===== src/rtl/bupdate_gen_pkg.sv =====
// Shared control-packet definitions: tags, ethertype, message codes and the
// update generator's state encoding.
package bupdate_gen_pkg;

    localparam logic [47:0] CTRL_MAC   = 48'h0;
    localparam logic [15:0] ETH_TYPE   = 16'h1662;
    localparam logic [7:0]  MSG_REPORT = 8'h01;
    localparam logic [7:0]  MSG_UPDATE = 8'h02;

    localparam logic [1:0] TAG_HEAD = 2'b01;
    localparam logic [1:0] TAG_MID  = 2'b11;
    localparam logic [1:0] TAG_TAIL = 2'b10;

    localparam logic [2:0] ST_IDLE = 3'd0;
    localparam logic [2:0] ST_W0   = 3'd1;
    localparam logic [2:0] ST_W1   = 3'd2;
    localparam logic [2:0] ST_W2   = 3'd3;
    localparam logic [2:0] ST_W3   = 3'd4;

    typedef struct packed {
        logic [47:0] dst_mac;
        logic        direction;
        logic [31:0] token_bucket_para;
        logic [47:0] direct_mac_addr;
        logic [31:0] time_slot_period;
        logic [47:0] ptime;
    } upd_req_t;

    // Packets are always 64 B, so the invalid-byte count is fixed at zero.
    function automatic logic [133:0] pkt_word(input logic [1:0] tag, input logic [127:0] payload);
        return {tag, 4'h0, payload};
    endfunction

endpackage


===== src/rtl/bupdate_gen_if.sv =====
// Request and packet-bus signals of the beacon update generator.
interface bupdate_gen_if;

    logic         req_valid;
    logic         req_ready;
    logic [47:0]  req_dst_mac;
    logic         req_direction;
    logic [31:0]  req_token_bucket_para;
    logic [47:0]  req_direct_mac_addr;
    logic [31:0]  req_time_slot_period;
    logic [47:0]  precision_time;
    logic         out_ready;
    logic [133:0] out_data;
    logic         out_data_wr;
    logic         out_data_valid;
    logic         out_data_valid_wr;
    logic [7:0]   seq_num;
    logic [63:0]  sent_cnt;

    modport master (
        input  req_valid, req_dst_mac, req_direction, req_token_bucket_para,
               req_direct_mac_addr, req_time_slot_period, precision_time, out_ready,
        output req_ready, out_data, out_data_wr, out_data_valid, out_data_valid_wr,
               seq_num, sent_cnt
    );

    modport slave (
        output req_valid, req_dst_mac, req_direction, req_token_bucket_para,
               req_direct_mac_addr, req_time_slot_period, precision_time, out_ready,
        input  req_ready, out_data, out_data_wr, out_data_valid, out_data_valid_wr,
               seq_num, sent_cnt
    );

endinterface


===== src/rtl/bupdate_gen.sv =====
// Beacon update generator: turns one register-write request into a 4-word
// update packet on the 134-bit packet bus, with sequence and sent counters.
module bupdate_gen
    import bupdate_gen_pkg::*;
(
    input  logic          clk,
    input  logic          rst_n,
    bupdate_gen_if.master bus
);

    logic [2:0]   state_q, state_d;
    upd_req_t     req_q, req_d;
    logic [7:0]   seq_q, seq_d;
    logic [63:0]  cnt_q, cnt_d;
    logic [133:0] data_q, data_d;
    logic         wr_q, wr_d;
    logic         vld_q, vld_d;
    logic         accept;

    assign bus.req_ready = (state_q == ST_IDLE) && bus.out_ready;
    assign accept        = bus.req_valid && bus.req_ready;

    always_comb begin
        state_d = state_q;
        req_d   = req_q;
        seq_d   = seq_q;
        cnt_d   = cnt_q;
        unique case (state_q)
            ST_IDLE: begin
                if (accept) begin
                    state_d = ST_W0;
                    req_d   = '{dst_mac:           bus.req_dst_mac,
                                direction:         bus.req_direction,
                                token_bucket_para: bus.req_token_bucket_para,
                                direct_mac_addr:   bus.req_direct_mac_addr,
                                time_slot_period:  bus.req_time_slot_period,
                                ptime:             bus.precision_time};
                end
            end
            ST_W0: state_d = ST_W1;
            ST_W1: state_d = ST_W2;
            ST_W2: state_d = ST_W3;
            ST_W3: begin
                state_d = ST_IDLE;
                seq_d   = seq_q + 8'd1;
                cnt_d   = cnt_q + 64'd1;
            end
            default: state_d = ST_IDLE;
        endcase
    end

    // Outputs are registered, so each word is built from the state being entered.
    always_comb begin
        data_d = data_q;
        wr_d   = 1'b1;
        vld_d  = 1'b0;
        case (state_d)
            ST_W0: data_d = pkt_word(TAG_HEAD, {req_d.dst_mac, CTRL_MAC, ETH_TYPE,
                                                MSG_UPDATE, seq_q});
            ST_W1: data_d = pkt_word(TAG_MID, {req_d.ptime, req_d.direction, 15'h0,
                                               req_d.token_bucket_para,
                                               req_d.time_slot_period});
            ST_W2: data_d = pkt_word(TAG_MID, {req_d.direct_mac_addr, 80'h0});
            ST_W3: begin
                data_d = pkt_word(TAG_TAIL, 128'h0);
                vld_d  = 1'b1;
            end
            default: wr_d = 1'b0;
        endcase
    end

    always_ff @(posedge clk or negedge rst_n) begin
        if (!rst_n) begin
            state_q <= ST_IDLE;
            req_q   <= '0;
            seq_q   <= 8'h0;
            cnt_q   <= 64'h0;
            data_q  <= '0;
            wr_q    <= 1'b0;
            vld_q   <= 1'b0;
        end else begin
            state_q <= state_d;
            req_q   <= req_d;
            seq_q   <= seq_d;
            cnt_q   <= cnt_d;
            data_q  <= data_d;
            wr_q    <= wr_d;
            vld_q   <= vld_d;
        end
    end

    assign bus.out_data          = data_q;
    assign bus.out_data_wr       = wr_q;
    assign bus.out_data_valid    = vld_q;
    assign bus.out_data_valid_wr = vld_q;
    assign bus.seq_num           = seq_q;
    assign bus.sent_cnt          = cnt_q;

endmodule


===== src/flat_wrapper.sv =====
// flat-port wrapper written by rule: the top's interface ports become plain ports
module bupdate_gen_flat import bupdate_gen_pkg::*;
  (clk, rst_n, bus_req_valid, bus_req_dst_mac, bus_req_direction, bus_req_token_bucket_para, bus_req_direct_mac_addr, bus_req_time_slot_period, bus_precision_time, bus_out_ready, bus_req_ready, bus_out_data, bus_out_data_wr, bus_out_data_valid, bus_out_data_valid_wr, bus_seq_num, bus_sent_cnt);
  bupdate_gen_if bus_i ();
  input  logic clk;
  input  logic rst_n;
  input wire logic [$bits(bus_i.req_valid)-1:0] bus_req_valid;
  input wire logic [$bits(bus_i.req_dst_mac)-1:0] bus_req_dst_mac;
  input wire logic [$bits(bus_i.req_direction)-1:0] bus_req_direction;
  input wire logic [$bits(bus_i.req_token_bucket_para)-1:0] bus_req_token_bucket_para;
  input wire logic [$bits(bus_i.req_direct_mac_addr)-1:0] bus_req_direct_mac_addr;
  input wire logic [$bits(bus_i.req_time_slot_period)-1:0] bus_req_time_slot_period;
  input wire logic [$bits(bus_i.precision_time)-1:0] bus_precision_time;
  input wire logic [$bits(bus_i.out_ready)-1:0] bus_out_ready;
  output wire logic [$bits(bus_i.req_ready)-1:0] bus_req_ready;
  output wire logic [$bits(bus_i.out_data)-1:0] bus_out_data;
  output wire logic [$bits(bus_i.out_data_wr)-1:0] bus_out_data_wr;
  output wire logic [$bits(bus_i.out_data_valid)-1:0] bus_out_data_valid;
  output wire logic [$bits(bus_i.out_data_valid_wr)-1:0] bus_out_data_valid_wr;
  output wire logic [$bits(bus_i.seq_num)-1:0] bus_seq_num;
  output wire logic [$bits(bus_i.sent_cnt)-1:0] bus_sent_cnt;
  assign bus_i.req_valid = bus_req_valid;
  assign bus_i.req_dst_mac = bus_req_dst_mac;
  assign bus_i.req_direction = bus_req_direction;
  assign bus_i.req_token_bucket_para = bus_req_token_bucket_para;
  assign bus_i.req_direct_mac_addr = bus_req_direct_mac_addr;
  assign bus_i.req_time_slot_period = bus_req_time_slot_period;
  assign bus_i.precision_time = bus_precision_time;
  assign bus_i.out_ready = bus_out_ready;
  assign bus_req_ready = bus_i.req_ready;
  assign bus_out_data = bus_i.out_data;
  assign bus_out_data_wr = bus_i.out_data_wr;
  assign bus_out_data_valid = bus_i.out_data_valid;
  assign bus_out_data_valid_wr = bus_i.out_data_valid_wr;
  assign bus_seq_num = bus_i.seq_num;
  assign bus_sent_cnt = bus_i.sent_cnt;
  bupdate_gen u_core (.clk(clk), .rst_n(rst_n), .bus(bus_i));
endmodule

===== config.mk =====
export PLATFORM = sky130hd
export DESIGN_NAME = bupdate_gen_flat
export DESIGN_NICKNAME = d
export VERILOG_FILES = /design/src/rtl/bupdate_gen_pkg.sv /design/src/rtl/bupdate_gen_if.sv /design/src/rtl/bupdate_gen.sv /design/src/flat_wrapper.sv
export SDC_FILE = /design/constraint.sdc
export NUM_CORES = 1
export LEC_CHECK = 0
export CAP_MARGIN = 20
export CORE_ASPECT_RATIO = 0.9
export CORE_MARGIN = 4
export CORE_UTILIZATION = 43
export CTS_BUF_LIST = sky130_fd_sc_hd__clkbuf_2 sky130_fd_sc_hd__clkbuf_4 sky130_fd_sc_hd__clkbuf_8
export CTS_CLUSTER_DIAMETER = 100
export CTS_CLUSTER_SIZE = 16
export DETAILED_ROUTE_END_ITERATION = 7
export PLACE_DENSITY = 0.82
export REMOVE_ABC_BUFFERS = 1
export SLEW_MARGIN = 0
export SYNTH_ARGS = -nofsm -noshare
export SYNTH_HDL_FRONTEND = slang
export SYNTH_SLANG_ARGS = --single-unit

===== constraint.sdc =====
create_clock -name clk -period 2.3 [get_ports clk]
set_input_delay 0.46 -clock clk [delete_from_list [all_inputs] [get_ports clk]]
set_output_delay 0.46 -clock clk [all_outputs]
set_load 0.02 [all_outputs]

==> results of run 1 <==
-- worst register-to-register path: stages, from the launching register on --
cell and delay, ps:
dfrtp_2 450, or3b_4 390, buf_8 140, nor4_4 380, buf_4 190, nand4_1 200, nor3_2 270, xor2_1 180
-- state kept, by name, summed over array words and instances (netlist names) --
name / count
u_core.bus.out_data: 115
u_core.bus.out_data_valid: 1
u_core.bus.out_data_wr: 1
u_core.bus.sent_cnt: 64
u_core.bus.seq_num: 8
u_core.req_q: 161
u_core.state_q: 3
-- metrics by stage --
step | hold WS [ps] | std cells
final | 396 | 2307
after global routing | 369 | 2307
after CTS | 351 | 2289
after detailed placement | 449 | 2259
after global placement | 442 | 2259
after floorplan | 164 | 1321
-- kinds of logic after synthesis --
| logic type | count (synthesis) | share of synthesized area |
|---|---|---|
| flops | 353 | 0.599 |
| simple gates | 635 | 0.184 |
| other cells | 1 | 0.000254 |
| compound gates | 169 | 0.0826 |
| fa+ha+maj | 2 | 0.00170 |
| buf+inv | 118 | 0.0415 |
| xor+xnor | 71 | 0.0427 |
| mux | 64 | 0.0488 |
-- power by group --
part | switching, mW | internal (mW) | leakage (nW) | total [mW]
clock | 1.94 | 1.09 | 0.206 | 3.03
sequential | 1.21 | 8.64 | 4.50 | 9.85
combinational | 6.62 | 5.31 | 4.69 | 11.9
total | 9.78 | 15.0 | 9.39 | 24.8
-- layout make-up --
type                            count  share of cell area
Clock inverter                      1            0.000795
Inverter                            8             0.00159
Timing Repair Buffer              494               0.247
Multi-Input combinational cell    960               0.272
Sequential cell                   353               0.432
Tap cell                          462              0.0282
Antenna cell                        1            0.000122
Clock buffer                       28              0.0185
-- repair_timing --
item	4_1_cts	5_1_grt
gates resized for setup	4	35
hold buffers	1	0
pin swaps	2	11
setup buffers	0	13
endpoints found under the setup margin	5	19
hold endpoints to repair	47	0
gates cloned	0	4
-- per-layer routing --
metal	track usage	wire length, µm	vias to the layer above
met1	0.305	18300	6004
met2	0.373	21700	512
li1	-	-	5542
met3	0.0683	4030	79
met4	0.0583	1180	2
met5	0	20	-
-- path summary, 6_finish.rpt --
| path | startpoint | endpoint | slack, ps |
|---|---|---|---|
| worst min register to register | u_core.req_q[147]$_DFF_PN0_ | u_core.req_q[147]$_DFF_PN0_ | 480 |
| worst max register to register | u_core.state_q[0]$_DFF_PN0_ | u_core.bus.sent_cnt[52]$_DFFE_PN0N_ | 10 |
| max in group asynchronous | rst_n | u_core.bus.out_data[106]$_DFFE_PN0P_ | 1050 |
| min in group clk | bus_req_direct_mac_addr[28] | u_core.req_q[108]$_DFF_PN0_ | 400 |
| worst min-delay path | rst_n | u_core.bus.out_data[104]$_DFFE_PN0P_ | 400 |
| worst max-delay path | u_core.state_q[0]$_DFF_PN0_ | u_core.bus.sent_cnt[52]$_DFFE_PN0N_ | 10 |
-- cell usage in the layout, fill, tap and decap left out, drive strengths merged, types with 14 or more instances in the layout --
master         count
buf               88
dfrtp            353
clkbuf            32
clkdlybuf4s50    401
nand2            356
a21oi             53
xor2              35
xnor2             36
mux2              63
o21ai             15
nor2             176
nand4             29
a221oi            46
nor3              16
nor4              14
nand3             21
conb              19
a22o              50
==> qor.txt, run 1 <==
Yosys top cell area share: 0.599
final WL: 45200 µm
Worst Path Max Fanout: 5
Fmax: 437 MHz
CP Depth: 7
syn avg cell area: 10.4 µm²
RSZ-0062 raised after global routing: yes
Clock Latency Late Sink: 570 ps
antenna violations before repair: 2
All-Layer GR Usage: 0.229
Peak VDD IR: 0.000692 V
delay-heaviest family, CP: simple AND/OR/NAND/NOR gates
Synth Cell Area: 14800 µm²
Die Ht: 184 µm
Final Util: 0.603
Starting Density: 0.434
total clock sinks: 353
drt wl/cell: 19.6 µm
nets@finish: 2058
critical path arrival: 2780 ps
Pwr Density: 1210 nW/µm²
RD Place Congestion: 0.860
Die X-Extent: 203 µm
# IOs: 423
clock tree from TritonCTS: built
R2R depth: 7
Slew @ Worst Pin: 695 ps
Place WS: -493 ps
register area: 8840 µm²
Final Cell Area: 20500 µm²
Num CTS Buffers: 26
number of global-route vias before repair: 12500
Seq cells post-synth: 353
largest net degree at the start of global routing: 67
final slew viol count: 0
worst setup margin: 12.5 ps
post-place instance area: 19700 µm²
Rows: 64
Total Power: 24.8 mW
crit-path cells: or3b_4 -> buf_8 -> nor4_4 -> buf_4 -> nand4_1 -> nor3_2 -> xor2_1
Final Skew: 26.4 ps
yosys warns: 0
Worst path max stage delay: 450 ps
Netlist cell types: 46
top_reg_cell synth: dfrtp_1
count leader, synth: nand2_1
core footprint: 34000 µm²
WS Path Type: reg -> reg
DP HPWL: 31700 µm
DR DRC count: 0
CP Capture Type: flop
Rel. slew slack: 0.536
largest cells by area after synthesis: dfrtp_1 60%, nand2_1 9.0%, mux2_2 4.8%
element type at the critical path start: flop
max_cap viols: 0
maximum clock insertion buffer count: 3
Min Clock Period, post-route: 2290 ps
Final Hold Viols: 0
share of the yosys chip area belonging to registers: 0.599
fill count: 2754
Final period util: 0.995
First-pass DRT Iterations: 5
final setup violation count: 0
Post-synth EDFFs: 0
Req. time, crit path: 2790 ps
Hold Path Class: in -> async
Area growth, synth to finish: 38.7%
clk slew on worst S/H paths: 100 ps
Mapped Cells: 1413
setup_tns: 0 ps
asr flop ratio synth: 1.00
Detail Route Antenna Nets: 0
DR vias: 12100
status: completed
detail-routed via count per cell: 5.26
top post-synthesis cells by count: 355 x nand2_1, 353 x dfrtp_1, 176 x nor2_1
slowest CP cell: dfrtp_2
Leak: 9.39 nW
footprint of the multi-input gates: 5560 µm²
htree depth: 1
Port Buffer Count: 403
clk root buf: clkbuf_8
cell taking the most area after synthesis: dfrtp_1
DR iter-0 viols: 599
global-route wire length before repair: 69700 µm
layout cells sized above 1: 0.126
Die Area: 37300 µm²
GRT overflow: 0
Buf/Inv on CP: 2
(Power assumes the default switching activity.)
==> run 2: changes to the inputs <==
Settings changed: ABC_AREA set to 1, PLACE_DENSITY 0.82 to 0.79.
==> qor.txt, run 2 <==
Fmax: 448 MHz (+2.5%)
Slew @ Worst Pin: 511 ps (-184 ps)
final slew viol count: 0 (unchanged)
core footprint: 41100 µm² (+21%)
Detail Route Antenna Nets: 0 (unchanged)
nets@finish: 2698 (+31%)
CP Capture Type: output pin
Netlist cell types: 38 (-17%)
total clock sinks: 401 (+14%)
status: completed
combinational group share of total power: 0.486 (+0.005)
RD Place Congestion: 0.922 (+7.2%)
worst setup margin: 68.3 ps (+55.8 ps)
R2R depth: 10 (+3)
Die Area: 45400 µm² (+22%)
Area growth, synth to finish: 30.1%
Synth Cell Area: 18100 µm² (+23%)
Final Hold Viols: 0 (unchanged)
Req. time, crit path: 1840 ps (-950 ps)
clock tree from TritonCTS: built
All-Layer GR Usage: 0.230 (+0.000944)
Hold Path Class: in -> async
# IOs: 423 (unchanged)
worst reg2reg path endpoint: u_core.bus.sent_cnt[54]$_DFFE_PN0N_
Mapped Cells: 2087 (+48%)
crit-path cells: clkdlybuf4s50_1
final setup violation count: 0 (unchanged)
GRT overflow: 0 (unchanged)
final WL: 53700 µm (+19%)
Num CTS Buffers: 29 (+12%)
r2r setup slk: 210 ps (+200 ps)
critical path arrival: 1770 ps (-1010 ps)
DR vias: 15400 (+27%)
drt wl/cell: 17.7 µm (-9.4%)
syn avg cell area: 8.66 µm² (-17%)
Die X-Extent: 224 µm (+10%)
Final Util: 0.572 (-0.0303)
Worst Path Max Fanout: 5 (unchanged)
delay-heaviest family, CP: buffers and inverters
Yosys top cell area share: 0.555 (-0.0436)
layout cells sized above 1: 0.0483 (-0.0775)
Rows: 70 (+9.4%)
Buf/Inv on CP: 1 (-1)
Die Ht: 202 µm (+10%)
Post-synth EDFFs: 0 (unchanged)
switching share of total power: 0.402 (+0.00825)
Peak VDD IR: 0.000681 V (-1.7%)
Final period util: 0.970 (-0.0242)
DR iter-0 viols: 1314 (+120%)
detail-routed via count per cell: 5.08 (-3.4%)
Min Clock Period, post-route: 2230 ps (-55.8 ps)
Biggest register: u_core.req_q
asr flop ratio synth: 1.00 (unchanged)
element type at the critical path start: flop
Port Buffer Count: 403 (unchanged)
worst r2r src: u_core.bus.sent_cnt[1]$_DFFE_PN0N_
largest net degree at the start of global routing: 85 (+27%)
Clock Power Share: 0.124 (+0.002)
Leak: 11.8 nW (+25%)
Worst path max stage delay: 660 ps (+210 ps)
cell taking the most area after synthesis: dfrtp_1
largest cells by area after synthesis: dfrtp_1 56%, nand2_1 17%, o21a_1 5.9%
count leader, synth: nand2_1
Place WS: 30.3 ps (+523 ps)
share of the yosys chip area belonging to registers: 0.555 (-0.0436)
most frequent cells in the layout: 829 x nand2_1, 398 x dfrtp_1, 380 x clkdlybuf4s50_1
slowest CP cell: clkdlybuf4s50_1
clk root buf: clkbuf_8
Largest register FFs: 209 (+30%)
fill count: 3536 (+28%)
global-route wire length before repair: 84400 µm (+21%)
Internal: 16.9 mW (+12%)
top post-synthesis cells by count: 829 x nand2_1, 401 x dfrtp_1, 217 x inv_1
Final Skew: 35.6 ps (+9.24 ps)
DP HPWL: 39300 µm (+24%)
max_cap viols: 0 (unchanged)
Seq cells post-synth: 401 (+14%)
Rel. slew slack: 0.657 (+0.121)
antenna violations before repair: 8 (+6)
DR DRC count: 0 (unchanged)
First-pass DRT Iterations: 5 (unchanged)
number of global-route vias before repair: 15500 (+24%)
clk slew on worst S/H paths: 110 ps (about the same)
Starting Density: 0.440 (+0.00552)
Net Sw Power: 11.3 mW (+16%)
htree depth: 1 (unchanged)
yosys warns: 0 (unchanged)
commonest non-fill, non-tap cell in the layout: nand2_1
Clock Latency Late Sink: 640 ps (+70 ps)
WS Path Type: reg -> out
top_reg_cell synth: dfrtp_1
Pwr Density: 1200 nW/µm² (-1.1%)
Flop pwr share: 0.390 (-0.007)
maximum clock insertion buffer count: 3 (unchanged)
-- run 2: metrics by stage --
stage	TNS, ps	hold WS, ps	instance area (µm²)	cells	total power, mW
after floorplan	-666590	164	17500	1995	18.7
after global placement	0	413	23000	2990	24.3
after detailed placement	0	419	23000	2990	24.9
after CTS	0	305	23500	3023	28.4
after global routing	-10.9	325	23500	3028	30.2
final	0	332	23500	3028	28.2
-- run 2: cells by family (layout without fill, tap and decap cells) --
group	Yosys count	count (layout)	share of synthesized area
and+or+nand+nor	1088	1088	0.247
AOI/OAI and AO/OA	218	218	0.0915
xor gates and xnor gates	47	47	0.0228
DFF	401	401	0.555
buffers and inverters	330	709	0.0816
adders and majority gates	2	2	0.00138
other	1	23	0.000207
-- run 2: power groups by stage --
stage	sequential (mW)	combinational (mW)	clock, mW
2_1_floorplan	12.1	6.58	0
3_5_place_dp	11.1	13.8	0
6_report	11.0	13.7	3.49
5_1_grt	11.3	15.1	3.88
3_3_place_gp	11.0	13.3	0
4_1_cts	11.0	13.8	3.61
-- run 2: repair_timing --
action	CTS	global route
hold endpoints to repair	48	0
setup endpoints to repair	8	17
gates resized for setup	13	16
buffers inserted	0	1
hold buffers	1	0
-- run 2: how the worst max path moves through the flow --
stage / from / end / slack [ps] / depth (start not counted)
final: u_core.bus.sent_cnt[43]$_DFFE_PN0N_ / bus_sent_cnt[43] / 70 / 1
after global routing: u_core.bus.sent_cnt[36]$_DFFE_PN0N_ / bus_sent_cnt[36] / -10 / 1
after CTS: u_core.bus.seq_num[3]$_DFFE_PN0N_ / bus_seq_num[3] / 4 / 1
after detailed placement: bus_out_ready / u_core.bus.out_data[97]$_DFFE_PN0P_ / 30 / 11
after global placement: bus_out_ready / u_core.bus.out_data[124]$_DFFE_PN0P_ / 30 / 11
after floorplan: u_core.state_q[0]$_DFF_PN0_ / u_core.bus.out_data[0]$_DFFE_PN0P_ / -3260 / 6
-- run 2: final cells by class --
type / instances / area, µm² / share of cell area
inverter: 220 / 827 / 0.0352
tap: 540 / 676 / 0.0287
sequential: 401 / 10000 / 0.427
multi-input combinational: 1374 / 6650 / 0.283
clock buffer: 29 / 399 / 0.0170
clock inverter: 3 / 57.6 / 0.00245
timing repair buffer: 457 / 4860 / 0.207
antenna: 4 / 10.0 / 0.000426
-- run 2: routing by layer --
layer	vias to the layer above	wire [µm]	share of wire	global-route usage
met5	-	55	0.0010	0
met4	8	1540	0.029	0.0665
met3	99	4220	0.079	0.0470
met2	593	25700	0.48	0.381
met1	7449	22200	0.41	0.309
li1	7240	-	-	-
==> run 3: changes to the inputs <==
==> constraint.sdc (replaced) <==
create_clock -name clk -period 2.3 [get_ports clk]
set_input_delay 0.46 -clock clk [delete_from_list [all_inputs] [get_ports clk]]
set_output_delay 0.46 -clock clk [all_outputs]
set_load 0.05 [all_outputs]
==> qor.txt, run 3 (same netlist as run 2, synthesis figures left out) <==
Req. time, crit path: 1840 ps (about the same)
crit-path cells: clkdlybuf4s50_1
max_cap viols: 0 (unchanged)
element type at the critical path start: flop
Buf/Inv on CP: 1 (unchanged)
clk slew on worst S/H paths: 100 ps (about the same)
Pwr Density: 1280 nW/µm² (+6.5%)
DR DRC count: 0 (unchanged)
WS Path Type: reg -> out
most frequent cells in the layout: 829 x nand2_1, 401 x dfrtp_1, 215 x inv_1
Die Ht: 202 µm (unchanged)
final setup violation count: 0 (unchanged)
DR vias: 15300 (-0.29%)
Fmax: 449 MHz (+0.20%)
Worst path max stage delay: 790 ps (+130 ps)
Port Buffer Count: 403 (unchanged)
RD Place Congestion: 0.914 (-0.85%)
Peak VDD IR: 0.000737 V (+8.3%)
core footprint: 41100 µm² (unchanged)
# IOs: 423 (unchanged)
Detail Route Antenna Nets: 0 (unchanged)
detail-routed via count per cell: 5.07 (-0.32%)
First-pass DRT Iterations: 7 (+2)
setup_tns: 0 ps (unchanged)
delay-heaviest family, CP: buffers and inverters
Die Area: 45400 µm² (unchanged)
slowest CP cell: clkdlybuf4s50_1
maximum clock insertion buffer count: 3 (unchanged)
final WL: 53800 µm (+0.11%)
Leak: 12.1 nW (+3.0%)
DR iter-0 viols: 1326 (+0.91%)
Rows: 70 (unchanged)
Clock Latency Late Sink: 640 ps (about the same)
nets@finish: 2697 (-0.037%)
layout cells sized above 1: 0.0495 (+0.00123)
Num CTS Buffers: 29 (unchanged)
antenna violations before repair: 7 (-1)
Final Hold Viols: 0 (unchanged)
Starting Density: 0.440 (unchanged)
Largest register FFs: 209 (unchanged)
RSZ-0062 raised after global routing: no
Die X-Extent: 224 µm (unchanged)
largest net degree at the start of global routing: 77 (-9.4%)
number of global-route vias before repair: 15100 (-2.5%)
Final period util: 0.968 (-0.00189)
Total Power: 29.5 mW (+4.8%)
fill count: 3638 (+2.9%)
Biggest register: u_core.req_q
drt wl/cell: 17.7 µm (about the same)
commonest non-fill, non-tap cell in the layout: nand2_1
htree depth: 1 (unchanged)
Slew @ Worst Pin: 616 ps (+105 ps)
global-route wire length before repair: 83600 µm (-0.96%)
total clock sinks: 401 (unchanged)
Final Skew: 33.6 ps (-2.02 ps)
Worst Path Max Fanout: 1 (-4)
Hold Path Class: in -> async
DP HPWL: 38900 µm (-0.94%)
All-Layer GR Usage: 0.228 (-0.00152)
status: completed
Min Clock Period, post-route: 2230 ps (-4.36 ps)
critical path arrival: 1770 ps (about the same)
Rel. slew slack: 0.591 (-0.0656)
Area growth, synth to finish: 28.0%
clk root buf: clkbuf_8
final slew viol count: 0 (unchanged)
CP Capture Type: output pin
clock tree from TritonCTS: built
GRT overflow: 0 (unchanged)
run 3: changes by cell type in the layout (fill, tap and decap cells not counted):
| cell | change |
|---|---|
| clkinv_2 | +1 |
| clkdlybuf4s15_2 | -1 |
| nor3_2 | +1 |
| diode_2 | +2 |
| buf_12 | -6 |
| clkdlybuf4s50_1 | -168 |
| dlygate4sd2_1 | +176 |
| dfrtp_2 | -3 |
| buf_4 | +12 |
| nor3_1 | -1 |
| dlymetal6s2s_1 | -14 |
| bufinv_16 | -1 |
| dfrtp_1 | +3 |
run 3: per-stage QoR:
stage / std cells / setup slack (ps) / hold WS [ps] / utilization / cell area [µm²]
3_5_place_dp: 2988 / 6.49 / 448 / 0.557 / 22900
3_3_place_gp: 2988 / 39.5 / 452 / 0.557 / 22900
6_report: 3029 / 72.7 / 354 / 0.563 / 23100
2_1_floorplan: 1995 / -3260 / 164 / - / 17500
5_1_grt: 3028 / 7.95 / 352 / 0.563 / 23100
4_1_cts: 3021 / 5.00 / 318 / 0.562 / 23100
run 3: worst paths after layout:
check / start / end / slack (ps) / cells past startpoint
min in group clk: bus_req_time_slot_period[3] / u_core.req_q[51]$_DFF_PN0_ / 360 / 3
worst min-delay path: rst_n / u_core.bus.out_data[50]$_DFFE_PN0P_ / 350 / 2
worst max-delay path: u_core.bus.out_data_wr$_DFF_PN0_ / bus_out_data_wr / 70 / 1
worst min register to register: u_core.bus.out_data[117]$_DFFE_PN0P_ / u_core.bus.out_data[117]$_DFFE_PN0P_ / 490 / 2
max in group asynchronous: rst_n / u_core.req_q[75]$_DFF_PN0_ / 1120 / 3
worst max register to register: u_core.state_q[2]$_DFF_PN0_ / u_core.bus.sent_cnt[43]$_DFFE_PN0N_ / 210 / 7
run 3: layout make-up:
type	instances	area, µm²	share of cell area
Timing Repair Buffer	456	4500	0.195
Sequential cell	401	10000	0.434
Tap cell	540	676	0.0292
Inverter	220	827	0.0357
Multi-Input combinational cell	1374	6650	0.287
Clock buffer	29	399	0.0173
Antenna cell	6	15.0	0.000649
Clock inverter	3	32.5	0.00141
run 3: per-layer routing:
metal | vias to the layer above | track usage | part of all wire
met2 | 533 | 0.376 | 0.48
met4 | 4 | 0.0707 | 0.032
li1 | 7245 | - | -
met1 | 7467 | 0.304 | 0.41
met3 | 96 | 0.0512 | 0.076
met5 | - | 0 | 0.00043
run 3: repair_timing:
item,4_1_cts,5_1_grt
setup buffers,0,2
resized for setup,183,2
endpoints found under the setup margin,182,3
hold endpoints to repair,44,0
pin swaps,0,1
hold buffers,1,0
gates cloned,0,0
run 3: report_power, final:
group / switching (mW) / total [mW] / internal, mW / leakage (nW)
registers: 1.16 / 10.9 / 9.79 / 4.89
logic: 10.3 / 15.2 / 4.87 / 7.01
clock network: 2.26 / 3.42 / 1.16 / 0.225
total: 13.7 / 29.5 / 15.8 / 12.1
